## config.mk

```make
export PLATFORM = sky130hd
export DESIGN_NAME = decode_ctrl_pipe_flat
export DESIGN_NICKNAME = d
export VERILOG_FILES = /design/src/rtl/decode_ctrl_pipe_if.sv /design/src/rtl/decode_ctrl_pipe.sv /design/src/flat_wrapper.sv
export SDC_FILE = /design/constraint.sdc
export NUM_CORES = 1
export LEC_CHECK = 0
export ABC_AREA = 1
export ABC_CLOCK_PERIOD_IN_PS = 5400
export BUFFER_PORTS_ARGS = -buffer_cell sky130_fd_sc_hd__buf_2
export CAP_MARGIN = 25
export CORE_MARGIN = 1.5
export CORE_UTILIZATION = 45
export DETAILED_ROUTE_END_ITERATION = 10
export PLACE_DENSITY = 0.65
export REMOVE_ABC_BUFFERS = 1
export SLEW_MARGIN = 10
export SYNTH_ARGS = -nofsm -noshare
export SYNTH_HDL_FRONTEND = slang
export SYNTH_SLANG_ARGS = --single-unit
export TNS_END_PERCENT = 5
```

## constraint.sdc

```tcl
create_clock -name i_clk -period 5.4 [get_ports i_clk]
set_input_delay 0.81 -clock i_clk [delete_from_list [all_inputs] [get_ports i_clk]]
set_output_delay 0.81 -clock i_clk [all_outputs]
set_load 0.02 [all_outputs]
```

## src/rtl/decode_ctrl_pipe_if.sv

```systemverilog
// Instruction-in / decoded-bundle-out signal group for decode_ctrl_pipe.
// Both handshakes: a transfer occurs on a rising clk edge where valid && ready; the producer holds valid and payload stable until then.
interface decode_ctrl_pipe_if #(
    parameter int CNT_W = 16
);
    logic             i_valid;
    logic [31:0]      i_Instr;
    logic             o_ready;
    logic             i_flush;

    logic             o_valid;
    logic             i_ready;

    logic             o_Branch;
    logic             o_MemRead;
    logic             o_MemWrite;
    logic             o_MemToReg;
    logic             o_ALUSrcB;
    logic             o_RegWrite;
    logic             o_PCplus4;
    logic             o_CSR_en;
    logic             o_Ex;
    logic             o_atomic;
    logic [2:0]       o_ALUOp;
    logic [1:0]       o_ALUSrcA;
    logic [1:0]       o_Jump;
    logic [31:0]      o_Instr;

    logic [CNT_W-1:0] o_illegal_cnt;
    logic             o_dbg_amo_wr;

    modport master (
        output i_valid, i_Instr, i_flush, i_ready,
        input  o_ready, o_valid,
        input  o_Branch, o_MemRead, o_MemWrite, o_MemToReg, o_ALUSrcB, o_RegWrite,
        input  o_PCplus4, o_CSR_en, o_Ex, o_atomic, o_ALUOp, o_ALUSrcA, o_Jump, o_Instr,
        input  o_illegal_cnt, o_dbg_amo_wr
    );

    modport slave (
        input  i_valid, i_Instr, i_flush, i_ready,
        output o_ready, o_valid,
        output o_Branch, o_MemRead, o_MemWrite, o_MemToReg, o_ALUSrcB, o_RegWrite,
        output o_PCplus4, o_CSR_en, o_Ex, o_atomic, o_ALUOp, o_ALUSrcA, o_Jump, o_Instr,
        output o_illegal_cnt, o_dbg_amo_wr
    );
endinterface

```

## src/rtl/decode_ctrl_pipe.sv

```systemverilog
// RV32 control decoder feeding a DEPTH-entry bundle FIFO, with a saturating illegal-instruction counter.
// Macro ARVI_ATOMIC_EN adds A-extension decode and the AMO read/write micro-op FSM.
module decode_ctrl_pipe #(
    parameter int DEPTH = 4,
    parameter int CNT_W = 16
) (
    input logic i_clk,
    input logic i_rst,
    decode_ctrl_pipe_if.slave bus
);
    localparam int PTR_W = $clog2(DEPTH);
    localparam logic [PTR_W:0] OCC_FULL = (PTR_W + 1)'(DEPTH);

    localparam logic [6:0] OP_R      = 7'b0110011;
    localparam logic [6:0] OP_IMM    = 7'b0010011;
    localparam logic [6:0] OP_LOAD   = 7'b0000011;
    localparam logic [6:0] OP_STORE  = 7'b0100011;
    localparam logic [6:0] OP_BRANCH = 7'b1100011;
    localparam logic [6:0] OP_LUI    = 7'b0110111;
    localparam logic [6:0] OP_AUIPC  = 7'b0010111;
    localparam logic [6:0] OP_JAL    = 7'b1101111;
    localparam logic [6:0] OP_JALR   = 7'b1100111;
    localparam logic [6:0] OP_FENCE  = 7'b0001111;
    localparam logic [6:0] OP_SYSTEM = 7'b1110011;

    typedef struct packed {
        logic        branch;
        logic        mem_read;
        logic        mem_write;
        logic        mem_to_reg;
        logic        alu_src_b;
        logic        reg_write;
        logic        pc_plus4;
        logic        csr_en;
        logic        ex;
        logic        atomic;
        logic [2:0]  alu_op;
        logic [1:0]  alu_src_a;
        logic [1:0]  jump;
        logic [31:0] instr;
    } bundle_t;

`ifdef ARVI_ATOMIC_EN
    localparam logic       ATOMIC_EN = 1'b1;
    localparam logic [6:0] OP_AMO    = 7'b0101111;
    localparam logic [4:0] F5_LR     = 5'b00010;
    localparam logic [4:0] F5_SC     = 5'b00011;
`else
    localparam logic       ATOMIC_EN = 1'b0;
`endif

    function automatic bundle_t decode(input logic [31:0] instr);
        bundle_t b;
        b       = '0;
        b.instr = instr;
        case (instr[6:0])
            OP_R: begin
                b.reg_write = 1'b1;
                b.alu_op    = 3'b010;
            end
            OP_IMM: begin
                b.alu_src_b = 1'b1;
                b.reg_write = 1'b1;
                b.alu_op    = 3'b011;
            end
            OP_LOAD: begin
                b.mem_read   = 1'b1;
                b.mem_to_reg = 1'b1;
                b.alu_src_b  = 1'b1;
                b.reg_write  = 1'b1;
            end
            OP_STORE: begin
                b.mem_write = 1'b1;
                b.alu_src_b = 1'b1;
            end
            OP_BRANCH: begin
                b.branch = 1'b1;
                b.alu_op = 3'b001;
            end
            OP_LUI: begin
                b.alu_src_a = 2'd2;
                b.alu_src_b = 1'b1;
                b.reg_write = 1'b1;
                b.alu_op    = 3'b100;
            end
            OP_AUIPC: begin
                b.alu_src_a = 2'd1;
                b.alu_src_b = 1'b1;
                b.reg_write = 1'b1;
                b.alu_op    = 3'b100;
            end
            OP_JAL: begin
                b.reg_write = 1'b1;
                b.jump      = 2'd1;
                b.pc_plus4  = 1'b1;
            end
            OP_JALR: begin
                b.alu_src_b = 1'b1;
                b.reg_write = 1'b1;
                b.alu_op    = 3'b100;
                b.jump      = 2'd2;
                b.pc_plus4  = 1'b1;
            end
            OP_FENCE: begin
                b.instr = instr;
            end
            OP_SYSTEM: begin
                // ecall/ebreak (imm 0/1 with zero f3, rs1, rd) trap; CSR ops do not
                b.reg_write = 1'b1;
                b.csr_en    = 1'b1;
                b.ex        = (instr[14:12] == 3'b000) && (instr[19:15] == 5'd0) &&
                              (instr[11:7] == 5'd0) && (instr[31:21] == 11'd0);
            end
`ifdef ARVI_ATOMIC_EN
            OP_AMO: begin
                b.mem_read   = 1'b1;
                b.mem_to_reg = 1'b1;
                b.reg_write  = 1'b1;
                b.atomic     = 1'b1;
                if (instr[31:27] == F5_LR) begin
                    b.alu_op = 3'b101;
                end else if (instr[31:27] == F5_SC) begin
                    b.alu_op    = 3'b101;
                    b.mem_write = 1'b1;
                end
            end
`endif
            default: begin
                b.ex = 1'b1;
            end
        endcase
        return b;
    endfunction

    bundle_t           mem_q [DEPTH];
    logic [PTR_W-1:0]  wr_ptr_q, wr_ptr_d;
    logic [PTR_W-1:0]  rd_ptr_q, rd_ptr_d;
    logic [PTR_W:0]    occ_q, occ_d;
    logic [CNT_W-1:0]  cnt_q, cnt_d;

    bundle_t dec_b;
    bundle_t push_b;
    bundle_t out_b;
    logic    full;
    logic    idle;
    logic    ready;
    logic    accept;
    logic    pop;
    logic    push;
    logic    amo_push;
    bundle_t amo_wr_b;

    assign full   = (occ_q == OCC_FULL);
    assign ready  = !full && idle && !bus.i_flush;
    assign accept = bus.i_valid && ready;
    assign pop    = bus.o_valid && bus.i_ready && !bus.i_flush;
    assign dec_b  = decode(bus.i_Instr);
    assign push   = accept || amo_push;
    assign push_b = amo_push ? amo_wr_b : dec_b;

`ifdef ARVI_ATOMIC_EN
    typedef enum logic {
        ST_IDLE   = 1'b0,
        ST_AMO_WR = 1'b1
    } state_t;

    state_t      state_q, state_d;
    logic [31:0] amo_instr_q;
    logic        accept_amo;

    assign accept_amo = accept && (bus.i_Instr[6:0] == OP_AMO) &&
                        (bus.i_Instr[31:27] != F5_LR) && (bus.i_Instr[31:27] != F5_SC);

    always_ff @(posedge i_clk or posedge i_rst) begin
        if (i_rst) begin
            state_q     <= ST_IDLE;
            amo_instr_q <= '0;
        end else begin
            state_q <= state_d;
            if (accept_amo) begin
                amo_instr_q <= bus.i_Instr;
            end
        end
    end

    always_comb begin
        state_d  = state_q;
        amo_push = 1'b0;
        if (bus.i_flush) begin
            state_d = ST_IDLE;
        end else begin
            case (state_q)
                ST_IDLE: begin
                    if (accept_amo) begin
                        state_d = ST_AMO_WR;
                    end
                end
                ST_AMO_WR: begin
                    // Write half waits for a free slot; occupancy before any pop decides
                    if (!full) begin
                        amo_push = 1'b1;
                        state_d  = ST_IDLE;
                    end
                end
                default: state_d = ST_IDLE;
            endcase
        end
    end

    always_comb begin
        amo_wr_b           = '0;
        amo_wr_b.mem_write = 1'b1;
        amo_wr_b.atomic    = 1'b1;
        amo_wr_b.alu_op    = 3'b101;
        amo_wr_b.instr     = amo_instr_q;
    end

    assign idle             = (state_q == ST_IDLE);
    assign bus.o_dbg_amo_wr = (state_q == ST_AMO_WR);
`else
    assign amo_push         = 1'b0;
    assign amo_wr_b         = '0;
    assign idle             = 1'b1;
    assign bus.o_dbg_amo_wr = 1'b0;
`endif

    always_comb begin
        wr_ptr_d = wr_ptr_q;
        rd_ptr_d = rd_ptr_q;
        occ_d    = occ_q;
        if (bus.i_flush) begin
            wr_ptr_d = '0;
            rd_ptr_d = '0;
            occ_d    = '0;
        end else begin
            if (push) begin
                wr_ptr_d = wr_ptr_q + PTR_W'(1);
            end
            if (pop) begin
                rd_ptr_d = rd_ptr_q + PTR_W'(1);
            end
            if (push && !pop) begin
                occ_d = occ_q + (PTR_W + 1)'(1);
            end else if (!push && pop) begin
                occ_d = occ_q - (PTR_W + 1)'(1);
            end
        end
    end

    always_comb begin
        cnt_d = cnt_q;
        if (accept && dec_b.ex && (cnt_q != {CNT_W{1'b1}})) begin
            cnt_d = cnt_q + CNT_W'(1);
        end
    end

    always_ff @(posedge i_clk or posedge i_rst) begin
        if (i_rst) begin
            wr_ptr_q <= '0;
            rd_ptr_q <= '0;
            occ_q    <= '0;
            cnt_q    <= '0;
        end else begin
            wr_ptr_q <= wr_ptr_d;
            rd_ptr_q <= rd_ptr_d;
            occ_q    <= occ_d;
            cnt_q    <= cnt_d;
        end
    end

    always_ff @(posedge i_clk) begin
        if (push) begin
            mem_q[wr_ptr_q] <= push_b;
        end
    end

    // Storage is not reset; gating with o_valid keeps the bundle at zero whenever the FIFO is empty
    assign bus.o_valid = (occ_q != '0);
    assign out_b       = bus.o_valid ? mem_q[rd_ptr_q] : '0;
    assign bus.o_ready = ready;

    assign bus.o_Branch      = out_b.branch;
    assign bus.o_MemRead     = out_b.mem_read;
    assign bus.o_MemWrite    = out_b.mem_write;
    assign bus.o_MemToReg    = out_b.mem_to_reg;
    assign bus.o_ALUSrcB     = out_b.alu_src_b;
    assign bus.o_RegWrite    = out_b.reg_write;
    assign bus.o_PCplus4     = out_b.pc_plus4;
    assign bus.o_CSR_en      = out_b.csr_en;
    assign bus.o_Ex          = out_b.ex;
    assign bus.o_atomic      = out_b.atomic & ATOMIC_EN;
    assign bus.o_ALUOp       = out_b.alu_op;
    assign bus.o_ALUSrcA     = out_b.alu_src_a;
    assign bus.o_Jump        = out_b.jump;
    assign bus.o_Instr       = out_b.instr;
    assign bus.o_illegal_cnt = cnt_q;
endmodule

```

## src/flat_wrapper.sv

```systemverilog
// flat-port wrapper written by rule: the top's interface ports become plain ports
module decode_ctrl_pipe_flat 
#(
    parameter int DEPTH = 4,
    parameter int CNT_W = 16
)
  (i_clk, i_rst, bus_i_valid, bus_i_Instr, bus_i_flush, bus_i_ready, bus_o_ready, bus_o_valid, bus_o_Branch, bus_o_MemRead, bus_o_MemWrite, bus_o_MemToReg, bus_o_ALUSrcB, bus_o_RegWrite, bus_o_PCplus4, bus_o_CSR_en, bus_o_Ex, bus_o_atomic, bus_o_ALUOp, bus_o_ALUSrcA, bus_o_Jump, bus_o_Instr, bus_o_illegal_cnt, bus_o_dbg_amo_wr);
  decode_ctrl_pipe_if #(.CNT_W(CNT_W)) bus_i ();
  input logic i_clk;
  input logic i_rst;
  input wire logic [$bits(bus_i.i_valid)-1:0] bus_i_valid;
  input wire logic [$bits(bus_i.i_Instr)-1:0] bus_i_Instr;
  input wire logic [$bits(bus_i.i_flush)-1:0] bus_i_flush;
  input wire logic [$bits(bus_i.i_ready)-1:0] bus_i_ready;
  output wire logic [$bits(bus_i.o_ready)-1:0] bus_o_ready;
  output wire logic [$bits(bus_i.o_valid)-1:0] bus_o_valid;
  output wire logic [$bits(bus_i.o_Branch)-1:0] bus_o_Branch;
  output wire logic [$bits(bus_i.o_MemRead)-1:0] bus_o_MemRead;
  output wire logic [$bits(bus_i.o_MemWrite)-1:0] bus_o_MemWrite;
  output wire logic [$bits(bus_i.o_MemToReg)-1:0] bus_o_MemToReg;
  output wire logic [$bits(bus_i.o_ALUSrcB)-1:0] bus_o_ALUSrcB;
  output wire logic [$bits(bus_i.o_RegWrite)-1:0] bus_o_RegWrite;
  output wire logic [$bits(bus_i.o_PCplus4)-1:0] bus_o_PCplus4;
  output wire logic [$bits(bus_i.o_CSR_en)-1:0] bus_o_CSR_en;
  output wire logic [$bits(bus_i.o_Ex)-1:0] bus_o_Ex;
  output wire logic [$bits(bus_i.o_atomic)-1:0] bus_o_atomic;
  output wire logic [$bits(bus_i.o_ALUOp)-1:0] bus_o_ALUOp;
  output wire logic [$bits(bus_i.o_ALUSrcA)-1:0] bus_o_ALUSrcA;
  output wire logic [$bits(bus_i.o_Jump)-1:0] bus_o_Jump;
  output wire logic [$bits(bus_i.o_Instr)-1:0] bus_o_Instr;
  output wire logic [$bits(bus_i.o_illegal_cnt)-1:0] bus_o_illegal_cnt;
  output wire logic [$bits(bus_i.o_dbg_amo_wr)-1:0] bus_o_dbg_amo_wr;
  assign bus_i.i_valid = bus_i_valid;
  assign bus_i.i_Instr = bus_i_Instr;
  assign bus_i.i_flush = bus_i_flush;
  assign bus_i.i_ready = bus_i_ready;
  assign bus_o_ready = bus_i.o_ready;
  assign bus_o_valid = bus_i.o_valid;
  assign bus_o_Branch = bus_i.o_Branch;
  assign bus_o_MemRead = bus_i.o_MemRead;
  assign bus_o_MemWrite = bus_i.o_MemWrite;
  assign bus_o_MemToReg = bus_i.o_MemToReg;
  assign bus_o_ALUSrcB = bus_i.o_ALUSrcB;
  assign bus_o_RegWrite = bus_i.o_RegWrite;
  assign bus_o_PCplus4 = bus_i.o_PCplus4;
  assign bus_o_CSR_en = bus_i.o_CSR_en;
  assign bus_o_Ex = bus_i.o_Ex;
  assign bus_o_atomic = bus_i.o_atomic;
  assign bus_o_ALUOp = bus_i.o_ALUOp;
  assign bus_o_ALUSrcA = bus_i.o_ALUSrcA;
  assign bus_o_Jump = bus_i.o_Jump;
  assign bus_o_Instr = bus_i.o_Instr;
  assign bus_o_illegal_cnt = bus_i.o_illegal_cnt;
  assign bus_o_dbg_amo_wr = bus_i.o_dbg_amo_wr;
  decode_ctrl_pipe #(.DEPTH(DEPTH), .CNT_W(CNT_W)) u_core (.i_clk(i_clk), .i_rst(i_rst), .bus(bus_i));
endmodule
```

Word-level counts from Yosys, hierarchy flattened. Memory sizes are Yosys's and may differ from the RTL's. Cells that the tools add are included.

Register bits after elaboration: 23. Bits in writable memories: 192. Memories: 1.

Memory list: u_core.mem_q (words 4, bits a word 48, read ports 1, clocked after memory_dff 0, write ports 1, line decode_ctrl_pipe.sv:135) `bundle_t mem_q [DEPTH];`.

$add $sub $neg: 5. Eq/ne operators: 13. Multiplexer cells: 21. Reductions and logical operators: 28.

Operators with widths (number): two-way mux 49 bit (1); equality test 7 bit (second input constant) (4); equality test 7 x 6 -> 1 bit (second input constant) (3); adder 16 x 1 -> 16 bit (second input constant) (1); inequality test 16 bit (second input constant) (1); equality test 7 x 5 -> 1 bit (second input constant) (2); case mux 3 bit (4 select lines) (1); logical AND 1 bit (11); zero test 11 bit (1); zero test 5 bit (2); OR reduction 10 bit (1); two-way mux 1 bit (9); two-way mux 3 bit (3); two-way mux 2 bit (4); case mux 2 bit (2 select lines) (2); OR reduction 8 bit (1); equality test 7 x 2 -> 1 bit (second input constant) (1); equality test 7 x 4 -> 1 bit (second input constant) (1); nonzero test 3 bit (2); OR reduction 6 bit (1); adder 2 x 1 -> 2 bit (second input constant) (2); zero test 1 bit (4); nonzero test 2 bit (2); adder 3 x 1 -> 3 bit (second input constant) (1); other kinds (6) (6).

Longest topological paths before layout. Gate-level depths: netlist of the first run.

Depth after elaboration: 9. Mapped depth: 12. Gate-level depth less buffers: 11.

Worst setup path after synthesis of the first run. OpenSTA, ideal clock, no wires.

Kind: input port to flip-flop. Start: in bus_i_flush. End: mem u_core.mem_q[0][0] (netlist name) (enable). Arrival time: 3225 ps. Required time: 4948 ps. Setup slack: 1723 ps. Stages: 3. Cell sequence: a21oi_2 nand2_2 nor2_1.

Word-level cells in the longest chain between the ends: 5.

Ends and longest elaborated chain: from (decl) (line flat_wrapper.sv:13) `input wire logic [$bits(bus_i.i_flush)-1:0] bus_i_flush;`; zero test 1 bit (line decode_ctrl_pipe.sv:154) `assign ready = !full && idle && !bus.i_flush;`; logical AND 1 bit (line decode_ctrl_pipe.sv:154); logical AND 1 bit (line decode_ctrl_pipe.sv:155) `assign accept = bus.i_valid && ready;`; two-way mux 1 bit (line decode_ctrl_pipe.sv:272) `if (push) begin`; two-way mux 1 bit (implied by the code) (line decode_ctrl_pipe.sv:273) `mem_q[wr_ptr_q] <= push_b;`; to (decl) (line decode_ctrl_pipe.sv:135).

Every way passes these cells.

Worst setup path in the final report of the first run.
Start: reg u_core.rd_ptr_q[1]. End: out bus_o_Instr[15].

Word-level cells in the longest chain between the ends: 2.

Ends and longest elaborated chain: from (decl) (line decode_ctrl_pipe.sv:137) `logic [PTR_W-1:0] rd_ptr_q, rd_ptr_d;`; from (signal assigned) (line decode_ctrl_pipe.sv:265) `rd_ptr_q <= rd_ptr_d;`; memory read (4 x 48 bit); two-way mux 49 bit (line decode_ctrl_pipe.sv:279) `assign out_b = bus.o_valid ? mem_q[rd_ptr_q] : '0;`; to (decl) (line flat_wrapper.sv:30) `output wire logic [$bits(bus_i.o_Instr)-1:0] bus_o_Instr;`.

Every way passes these cells.

==> results of run 1 <==
-- final timing paths --
path | cells past startpoint | to
max | 6 | bus_o_Instr[15]
min | 2 | u_core.bus.o_illegal_cnt[1]
max reg2reg | 9 | u_core.occ_q[2]
min reg2reg | 2 | u_core.bus.o_illegal_cnt[15]
max in group asynchronous | 3 | u_core.rd_ptr_q[0]
min in group i_clk | 1 | u_core.mem_q[0][20]
-- per-stage QoR --
| stage | worst slack [ns] | instances | hold slack [ns] |
|---|---|---|---|
| 6_report | 1.86 | 1201 | 0.209 |
| 2_1_floorplan | 0.905 | 779 | 0.494 |
| 5_1_grt | 1.61 | 1199 | 0.205 |
| 4_1_cts | 1.78 | 1196 | 0.506 |
| 3_5_place_dp | 2.33 | 1156 | 0.517 |
| 3_3_place_gp | 2.35 | 1155 | 0.529 |
-- where the power goes --
part | total [mW] | switching [mW] | internal, mW
logic | 1.26 | 0.882 | 0.376
clock network | 1.44 | 0.594 | 0.849
registers | 1.96 | 0.0727 | 1.89
total | 4.66 | 1.55 | 3.11
-- Yosys cell counts (2+ instances only) --
master    instances  area, sq um
xor2_1            6         52.6
nand3_2           3         30.0
nor2_2            4         25.0
dfrtp_1          23          576
buf_2            10         50.1
inv_1            27          101
buf_4             5         37.5
a21oi_1          50          250
nand4_1          21          131
buf_1             4         15.0
nand2_1          82          308
clkbuf_1         24         90.1
edfxtp_1        188         5650
nor2_4            3         33.8
nor3_1            7         35.0
nand3_1           6         30.0
nand2_2           4         25.0
nor2_1          225          845
inv_2             7         26.3
ha_1              5         62.6
xnor2_1           5         43.8
o21ai_0          99          495
nand2_4           2         22.5
-- sequential cells by signal, indices dropped and copies added, names as in the netlist --
signal / flops
u_core.mem_q: 188
u_core.wr_ptr_q: 2
u_core.bus.o_illegal_cnt: 16
u_core.occ_q: 3
u_core.rd_ptr_q: 2
-- layer usage --
layer / part of all wire [%] / vias to the layer above / wire (um) / track usage [%]
met2: 48 / 162 / 9300 / 30.3
li1: - / 3023 / - / -
met5: 0 / - / 0 / 0
met3: 5.6 / 32 / 1080 / 3.71
met4: 2.1 / 0 / 395 / 4.74
met1: 44 / 2907 / 8460 / 24.1
-- area by class of cell --
type / count / area share [%]
diodes: 2 / 0.0472
clock buffers: 28 / 5.40
clock inverters: 12 / 1.13
inverters: 34 / 1.20
multi-input cells: 534 / 24.0
flip-flops and latches: 211 / 58.7
well taps: 265 / 3.13
repair buffers: 115 / 6.42
-- cell usage in the layout (no fill, tap or decap), types with 3 or more instances in the layout --
cell,count
nand3_1,6
clkbuf_16,22
o21ai_0,99
xor2_1,6
nor2_4,7
edfxtp_1,188
xnor2_1,5
dfrtp_1,21
clkinv_2,5
buf_2,102
inv_1,26
ha_1,5
a21oi_1,50
nand2_1,82
clkinv_1,4
nor2_1,221
buf_4,9
clkbuf_1,6
buf_16,3
nor3_1,6
inv_2,7
nand3_2,3
nand4_1,21
nand2_2,4
nor2_2,4
-- worst max-delay path: stages, from the launching register on --
cell      delay, ns
dfrtp_2        1.02
clkinv_1       0.22
buf_4          0.30
nor2_1         0.13
o21ai_0        0.09
a21oi_1        0.22
buf_2          0.21
-- cells by family after synthesis --
kind of cell | Yosys count
other cells | 1
buf+inv | 78
flops | 211
simple gates | 362
fa+ha+maj | 6
compound gates | 153
xor+xnor | 11
==> results.md, run 1 <==
* Status: completed
* Pwr dens at 440 nW/um^2
* Die Width at 145 um
* Gr usage total at a little under a fifth
* Layout cells sized above 1 at 19.3%
* Compound-cell area share of the yosys netlist at 8.64%
* Distinct cell type count after synthesis at 35
* CP Data Arrival Time at 2.73 ns
* Grt ovf at 0
* Bufs on Longest Clock Path at 3
* Pwr Total at 4.66 mW
* Final setup viols at 0
* Number of core rows at 51
* Synthesized area at 9060 sq um
* Worst Tran Pin Value at approximately 1.0 ns
* Vias in the first global route at 5787
* Crit path kind: flop to output port
* Final core occ at 54.2%
* Area share of and/or/nand/nor cells after synthesis at 17.0%
* DP Wirelength at 11100 um
* Slew margin rel. at 33.5%
* Core Area at 19600 sq um
* Startpoint types: flop
* Top Ports at 105
* Final worst path period share at 65.6%
* Lkg Pwr at 4.07 nW
* Crit path capture type: output port
* Minimum clock period at approximately 3.5 ns
* Initial antenna violation count at 0
* Main combinational cell family by area after synthesis: simple AND/OR/NAND/NOR gates
* Clk pin slew, worst setup/hold paths at 0.06 ns
* Routed len/inst at approximately 16 um
* RD Place Congestion at 0.793
* Antenna viol nets, final at 0
* Placed cell area at slightly below 10000 sq um
* Hold buffers post-CTS at 0
* Register area at 6220 sq um
* Post-Synth XOR/XNOR Area at approximately 1.1%
* CTS buffer count at 22
* Cts repair resizes at 0
* Final count of hold timing violations at 0
* CTS tree: built
* Post-synthesis mux area share at 0%
* CP Max Fanout at 48
* Crit. Startpoint: u_core.rd_ptr_q[1]
* Critical Path RT at approximately 4.6 ns
* CTS Sinks at 211
* Max-cap violations at 0
* Number of setup buffers added after CTS at 0
* EDFF count, synth at 188
* Unrepaired setup endpoints after global routing: no
* Peak VDD IR at approximately 0.20 mV
* Drt first pass iters at 4
* Die Ht at 145 um
* Largest net degree at the start of global routing at 97
* First-pass GRT wire length at 30500 um
* Yosys warns at 0
* Htree depth at 1
* Max-slew violation count at 0
* Design Area, Final at between 10000 and 15000 sq um
* Sequential cell area fraction in the yosys report at 68.7%
* Vias at 6124
* # nets final at 961
* Clk_skew at 0.00975 ns
* Hold Path Class: primary input to async pin
* DRC violations left at 0
* Ys flop type: edfxtp_1
* Worst skew pair latency at 0.51 ns
* Footprint of the multi-input gates at 2550 sq um
* CTS Root Cell: clkbuf_16
* Reg2reg start: u_core.occ_q[0]
* Layout fillers at 1700
* Final WL at 19200 um
* Port Buf Inserts at 102
* Synth Instances at 822
* Setup TNS at 0 ns
* FFs w/ async S/R, synth at 10.9%
* DIE AREA at 21000 sq um
* R2r setup slk at 3.09 ns
* Iter 0 DRT Violations at about 370
* Routed vias/inst at 5.10
* Starting density of the core at 46.3%
* Synthesized flop and latch total at 211
* Avg Synthesized Cell Area at around 11 sq um
* Area Growth Syn to Fin at 17.1%
* Max frequency at 282 MHz
* Post-Synth Adder-Cell Area at 0.911%
Note: power is estimated with default switching activity, not from simulation.
==> run 2, diff against run 1 <==
Settings changed: ABC_CLOCK_PERIOD_IN_PS 5400 to 3350.
Clock period 5.4 ns to 3.35 ns, I/O delays scaled along.
==> results.md, run 2 (synthesis gave the netlist of run 1 again) <==
* Die Ht at 145 um
* Register with the most flip-flops: u_core.mem_q
* Crit. Startpoint: u_core.rd_ptr_q[1]
* Peak VDD IR at between 0.2 and 0.3 mV
* Slew margin rel. at around 52%
* Routed len/inst at ~16 um
* Critical Path RT at roughly 2.9 ns
* CTS buffer count at 23
* First-pass GRT wire length at around 32000 um
* Final worst path period share at 81.7%
* Largest net degree at the start of global routing at just under 100
* Starting density of the core at between 40% and 50%
* Startpoint types: flop
* Clk pin slew, worst setup/hold paths at roughly 0.060 ns
* Vias at 6205
* Met2 WL post-DR at about 9700 um
* Hold Path Class: primary input to flop
* Worst setup path end: bus_o_CSR_en
* DP Cell Count at 1160
* CP Data Arrival Time at 2.23 ns
* Top Ports at 105
* CP Max Fanout at 26
* Worst hold path depth at 1
* Drt first pass iters at 4
* Bufs on Longest Clock Path at 3
* Max-cap violations at 0
* Grt ovf at 0
* Unrepaired setup endpoints after global routing: no
* Pwr Total at 7.47 mW
* # nets final at approximately 970
* Status: completed
* Reg2reg start: u_core.occ_q[0]
* Number of core rows at 51
* Die Width at 145 um
* CTS Sinks at around 210
* Final WL at 19700 um
* ANT cells at 0
* Lkg Pwr at just over 4 nW
* Layout cells sized above 1 at 19.2%
* Antenna viol nets, final at 0
* Vias in the first global route at ~6100
* Final setup viols at 0
* Routed vias/inst at approximately 5.2
* R2r setup slk at 1.31 ns
* RD Place Congestion at 0.796
* Pwr dens at 704 nW/um^2
* Iter 0 DRT Violations at 432
* Most frequent cells in the layout: nor2_1, edfxtp_1, buf_2
* Max-slew violation count at 0
* Area Growth Syn to Fin at 17.2%
* Final count of hold timing violations at 0
* Core Area at 19600 sq um
* Max reg flops at 188
* Htree depth at 1
* Max Used Layer: met4
* Commonest non-fill, non-tap cell in the layout: nor2_1
* Hold buffers post-CTS at 0
* Initial antenna violation count at 0
* R2R cell count at 5
* Worst reg2reg endpoint: u_core.mem_q[3][15]
* M1 WL at 8570 um
* DIE AREA at roughly 21000 sq um
* Port Buf Inserts at 102
* CTS tree: built
* Worst Tran Pin Value at 0.720 ns
* DP Wirelength at ~12000 um
* DRC violations left at 0
* CTS Root Cell: clkbuf_16
* Minimum clock period at between 2 and 3 ns
* Number of setup buffers added after CTS at 0
* Max frequency at 365 MHz
* Layout Cells excl Fill at 1201
* Crit path kind: flop to output port
* Met3 routed WL at 1220 um
* Cts repair resizes at 0
* Clk_skew at 0.0129 ns
* Worst skew pair latency at 0.50 ns
* Gr usage total at 19.1%
* Layout fillers at between 1500 and 2000
* Crit path capture type: output port
## run 2: changes by cell type in the layout (fill, tap and decap cells not counted), sizes merged
cell / before / now
clkinv: 10 / 13
buf: 115 / 117
clkbuf: 28 / 26
diode: 2 / 0
bufinv: 2 / 1
clkinvlp: 1 / 0
dlygate4sd3: 0 / 1
## run 2: cell type report
type	instances	area (sq um)	share of cell area, %
Sequential cell	211	6220	58.6
Tap cell	265	332	3.12
Multi-Input combinational cell	534	2550	24.0
Inverter	34	128	1.20
Clock buffer	26	587	5.53
Clock inverter	13	85.1	0.801
Timing Repair Buffer	118	716	6.74
## run 2: critical path, cell delays in order (launching register included)
cell,delay [ns]
dfrtp_2,0.36
clkinv_1,0.27
buf_4,0.36
nor2_1,0.14
o21ai_0,0.10
a21oi_1,0.26
buf_2,0.22
## run 2: how the worst min path moves through the flow
stage                            startpoint                      endpoint
2_1_floorplan               u_core.occ_q[0]               u_core.occ_q[0]
3_3_place_gp   u_core.bus.o_illegal_cnt[15]  u_core.bus.o_illegal_cnt[15]
3_5_place_dp   u_core.bus.o_illegal_cnt[15]  u_core.bus.o_illegal_cnt[15]
4_1_cts                     bus_i_Instr[20]           u_core.mem_q[1][20]
5_1_grt                     bus_i_Instr[20]           u_core.mem_q[1][20]
6_report                    bus_i_Instr[20]           u_core.mem_q[1][20]
## run 2: where the power goes
group,switching [mW],internal [mW]
Combinational,1.46,0.606
Clock,0.952,1.32
Sequential,0.0908,3.05
## run 2: routing by layer
layer	up-vias	global-route usage (%)
met5	-	0
met4	0	4.33
met3	22	3.46
met2	162	33.4
met1	3001	24.6
li1	3020	-
## run 2: stage by stage
stage	hold slack [ns]	util (%)	setup WS [ns]	area (sq um)	TNS, ns
after floorplan	0.494	-	-0.881	8860	-33.11
after global placement	0.530	50.6	1.18	9910	0
after detailed placement	0.514	50.6	1.15	9910	0
after CTS	0.217	54.0	0.595	10600	0
after global routing	0.226	54.2	0.468	10600	0
final	0.229	54.2	0.613	10600	0
==> run 3, diff against run 2 <==
Settings changed: ABC_AREA 1 to 0, ABC_CLOCK_PERIOD_IN_PS 3350 to 2350, PLACE_DENSITY 0.65 to 0.68.
Clock period 3.35 ns to 2.35 ns, I/O delays scaled along.
==> results.md, run 3 <==
* Number of core rows at 50
* Lkg Pwr at 3.90 nW
* EDFF count, synth at 188
* Pre-CTS setup slack at -0.00768 ns
* Critical Path RT at 2.00 ns
* Synthesized area at roughly 8700 sq um
* Worst skew pair latency at 0.49 ns
* Die Ht at around 140 um
* Final setup viols at 48
* Final count of hold timing violations at 0
* Final worst path period share at 104%
* DRC violations left at 0
* Placed cell area at 9670 sq um
* Slew margin rel. at 42.0%
* Antenna viol nets, final at 0
* RD Place Congestion at between 0.7 and 0.8
* Status: complete, but fails checks
* Layout fillers at 1498
* Setup slack after layout at -0.0932 ns
* Synthesized flop and latch total at 211
* Largest delay share family, worst path: multiplexers
* Iter 0 DRT Violations at 271
* Footprint of the multi-input gates at 2420 sq um
* R2R cell count at 9
* Routed vias/inst at 5.33
* First-pass GRT wire length at 27600 um
* Register area at 6230 sq um
* Avg Synthesized Cell Area at around 18 sq um
* Hold Path Class: primary input to async pin
* Sequential cell area fraction in the yosys report at 71.3%
* Max-slew violation count at 0
* Gr usage total at between 15 and 20%
* Violated checks: setup timing
* Clk pin slew, worst setup/hold paths at 0.06 ns
* Crit-path cells: buf_6 -> buf_12 -> mux4_2 -> and2_4 -> buf_6
* Max frequency at 409 MHz
* Peak VDD IR at roughly 0.53 mV
* Ys flop type: edfxtp_1
* Design Area, Final at 10800 sq um
* Initial antenna violation count at 0
* Hold buffers post-CTS at 0
* Area share of and/or/nand/nor cells after synthesis at 9.55%
* CTS Root Cell: clkbuf_16
* Clk_skew at 0.00733 ns
* Max reg flops at 188
* Unrepaired setup endpoints after global routing: yes
* CP Max Fanout at 6
* Area Growth Syn to Fin at 23.8%
* Minimum clock period at approximately 2.4 ns
* Vias at 4743
* Top cell by count, worst path: buf_6
* # nets final at between 600 and 700
* Distinct cell type count after synthesis at 48
* DIE AREA at 20200 sq um
* WP buf/inv at 3
* Final WL at 17600 um
* Slowest stage cell, crit path: mux4_2
* ANT cells at 0
* Bufs on Longest Clock Path at 3
* CTS tree: built
* Main combinational cell family by area after synthesis: multiplexers
* DP Wirelength at 10300 um
* Startpoint types: flop
* Worst Tran Pin Value at 0.869 ns
* CP Data Arrival Time at 2.09 ns
* Commonest non-fill, non-tap cell in the layout: edfxtp_1
* Total stage count of the critical path at 5
* Synth top cells by count: edfxtp_1, and2_1, mux4_2
* Layout cells sized above 1 at between 30% and 40%
* Register with the most flip-flops: u_core.mem_q
* Htree depth at 1
* Top post-synthesis cells by area: edfxtp_1, mux4_2, dfrtp_1
* Die Width at about 140 um
* Compound-cell area share of the yosys netlist at around 1.9%
* Largest net degree at the start of global routing at 51
* Max-cap violations at 0
* Top Ports at 105
* Crit path capture type: output port
* Area leader, netlist: edfxtp_1
* Port Buf Inserts at 102
* CTS buffer count at 22
* Pwr dens at 1060 nW/um^2
* Routed len/inst at 19.8 um
* Post-Synth Adder-Cell Area at 0.947%
* CTS Sinks at 211
* Critical Path Max Stage Delay at 0.52 ns
* Starting density of the core at about 46%
* Share of the synthesized area in the top cell type at 64.7%
* Top-count cell post-synth: edfxtp_1
* FFs w/ async S/R, synth at 10.9%
* Vias in the first global route at 5032
* Post-Synth XOR/XNOR Area at 1.91%
* Post-synthesis mux area share at 12.6%
* Synth Instances at around 500
* Core Area at around 19000 sq um
* Yosys warns at 0
* Grt ovf at 0
* Drt first pass iters at 6
* Crit path kind: flop to output port
* Most frequent cells in the layout: edfxtp_1, buf_2, mux4_2
## run 3: cell count changes after synthesis, moves of 12 or more
cell,previous run,this run
nor2_1,225,15
a21oi_1,50,6
and2_1,1,55
mux4_2,0,47
nand4_1,21,2
inv_1,27,8
nand2_1,82,16
nor4_1,0,12
o21ai_0,99,6
## run 3: stage by stage
stage / std cells / total power [mW] / util (%) / TNS [ns] / hold slack [ns]
global placement: 840 / 7.43 / 51.4 / 0 / 0.488
floorplan: 461 / 6.44 / - / -72.87 / 0.354
detailed placement: 840 / 7.48 / 51.4 / -0.00768 / 0.498
global route: 890 / 12.0 / 57.3 / -5.10 / 0.0751
CTS: 890 / 11.5 / 57.0 / -3.41 / 0.0602
finish: 890 / 11.5 / 57.3 / -2.13 / 0.0338
## run 3: cell type report
| class | count | area share, % |
|---|---|---|
| sequential | 211 | 57.7 |
| multi-input combinational | 242 | 22.4 |
| timing repair buffer | 130 | 10.2 |
| clock buffer | 29 | 5.54 |
| tap | 260 | 3.01 |
| clock inverter | 10 | 0.904 |
| inverter | 8 | 0.278 |
## run 3: worst paths after layout
check | from | to | slack (ns)
max in group asynchronous | i_rst | u_core.rd_ptr_q[0] | 1.69
hold reg to reg | u_core.bus.o_illegal_cnt[8] | u_core.bus.o_illegal_cnt[8] | 0.50
setup / recovery | u_core.rd_ptr_q[0] | bus_o_Instr[9] | -0.09
min in group i_clk | bus_i_Instr[1] | u_core.mem_q[0][1] | 0.08
hold / removal | i_rst | u_core.occ_q[1] | 0.03
setup reg to reg | u_core.occ_q[0] | u_core.occ_q[2] | 0.19
## run 3: report_power, final
| part | internal, mW | switching (mW) | leakage (nW) |
|---|---|---|---|
| clock | 2.00 | 1.34 | 0.337 |
| combinational | 1.83 | 1.79 | 1.56 |
| sequential | 4.36 | 0.154 | 2.00 |
## run 3: per-layer routing
metal	up-vias	wire length (um)	track usage, %
met5	-	0	0
li1	2147	-	-
met4	0	234	3.85
met1	2466	7590	23.8
met2	112	9100	31.5
met3	18	667	2.73
## run 3: repair_timing
item                                    CTS  global route
cloned                                    4             0
buffers inserted                          8             0
pin swaps                                 2             0
resized for setup                        70            18
endpoints found under the setup margin   48            48
## run 3: logic make-up after synthesis
| group | count (synthesis) |
|---|---|
| other | 1 |
| multiplexers | 50 |
| adder cells (fa/ha/maj) | 6 |
| AO/OA/AOI/OAI | 23 |
| buffers and inverters | 36 |
| XOR/XNOR | 19 |
| AND/OR/NAND/NOR | 142 |
| flip-flops | 211 |
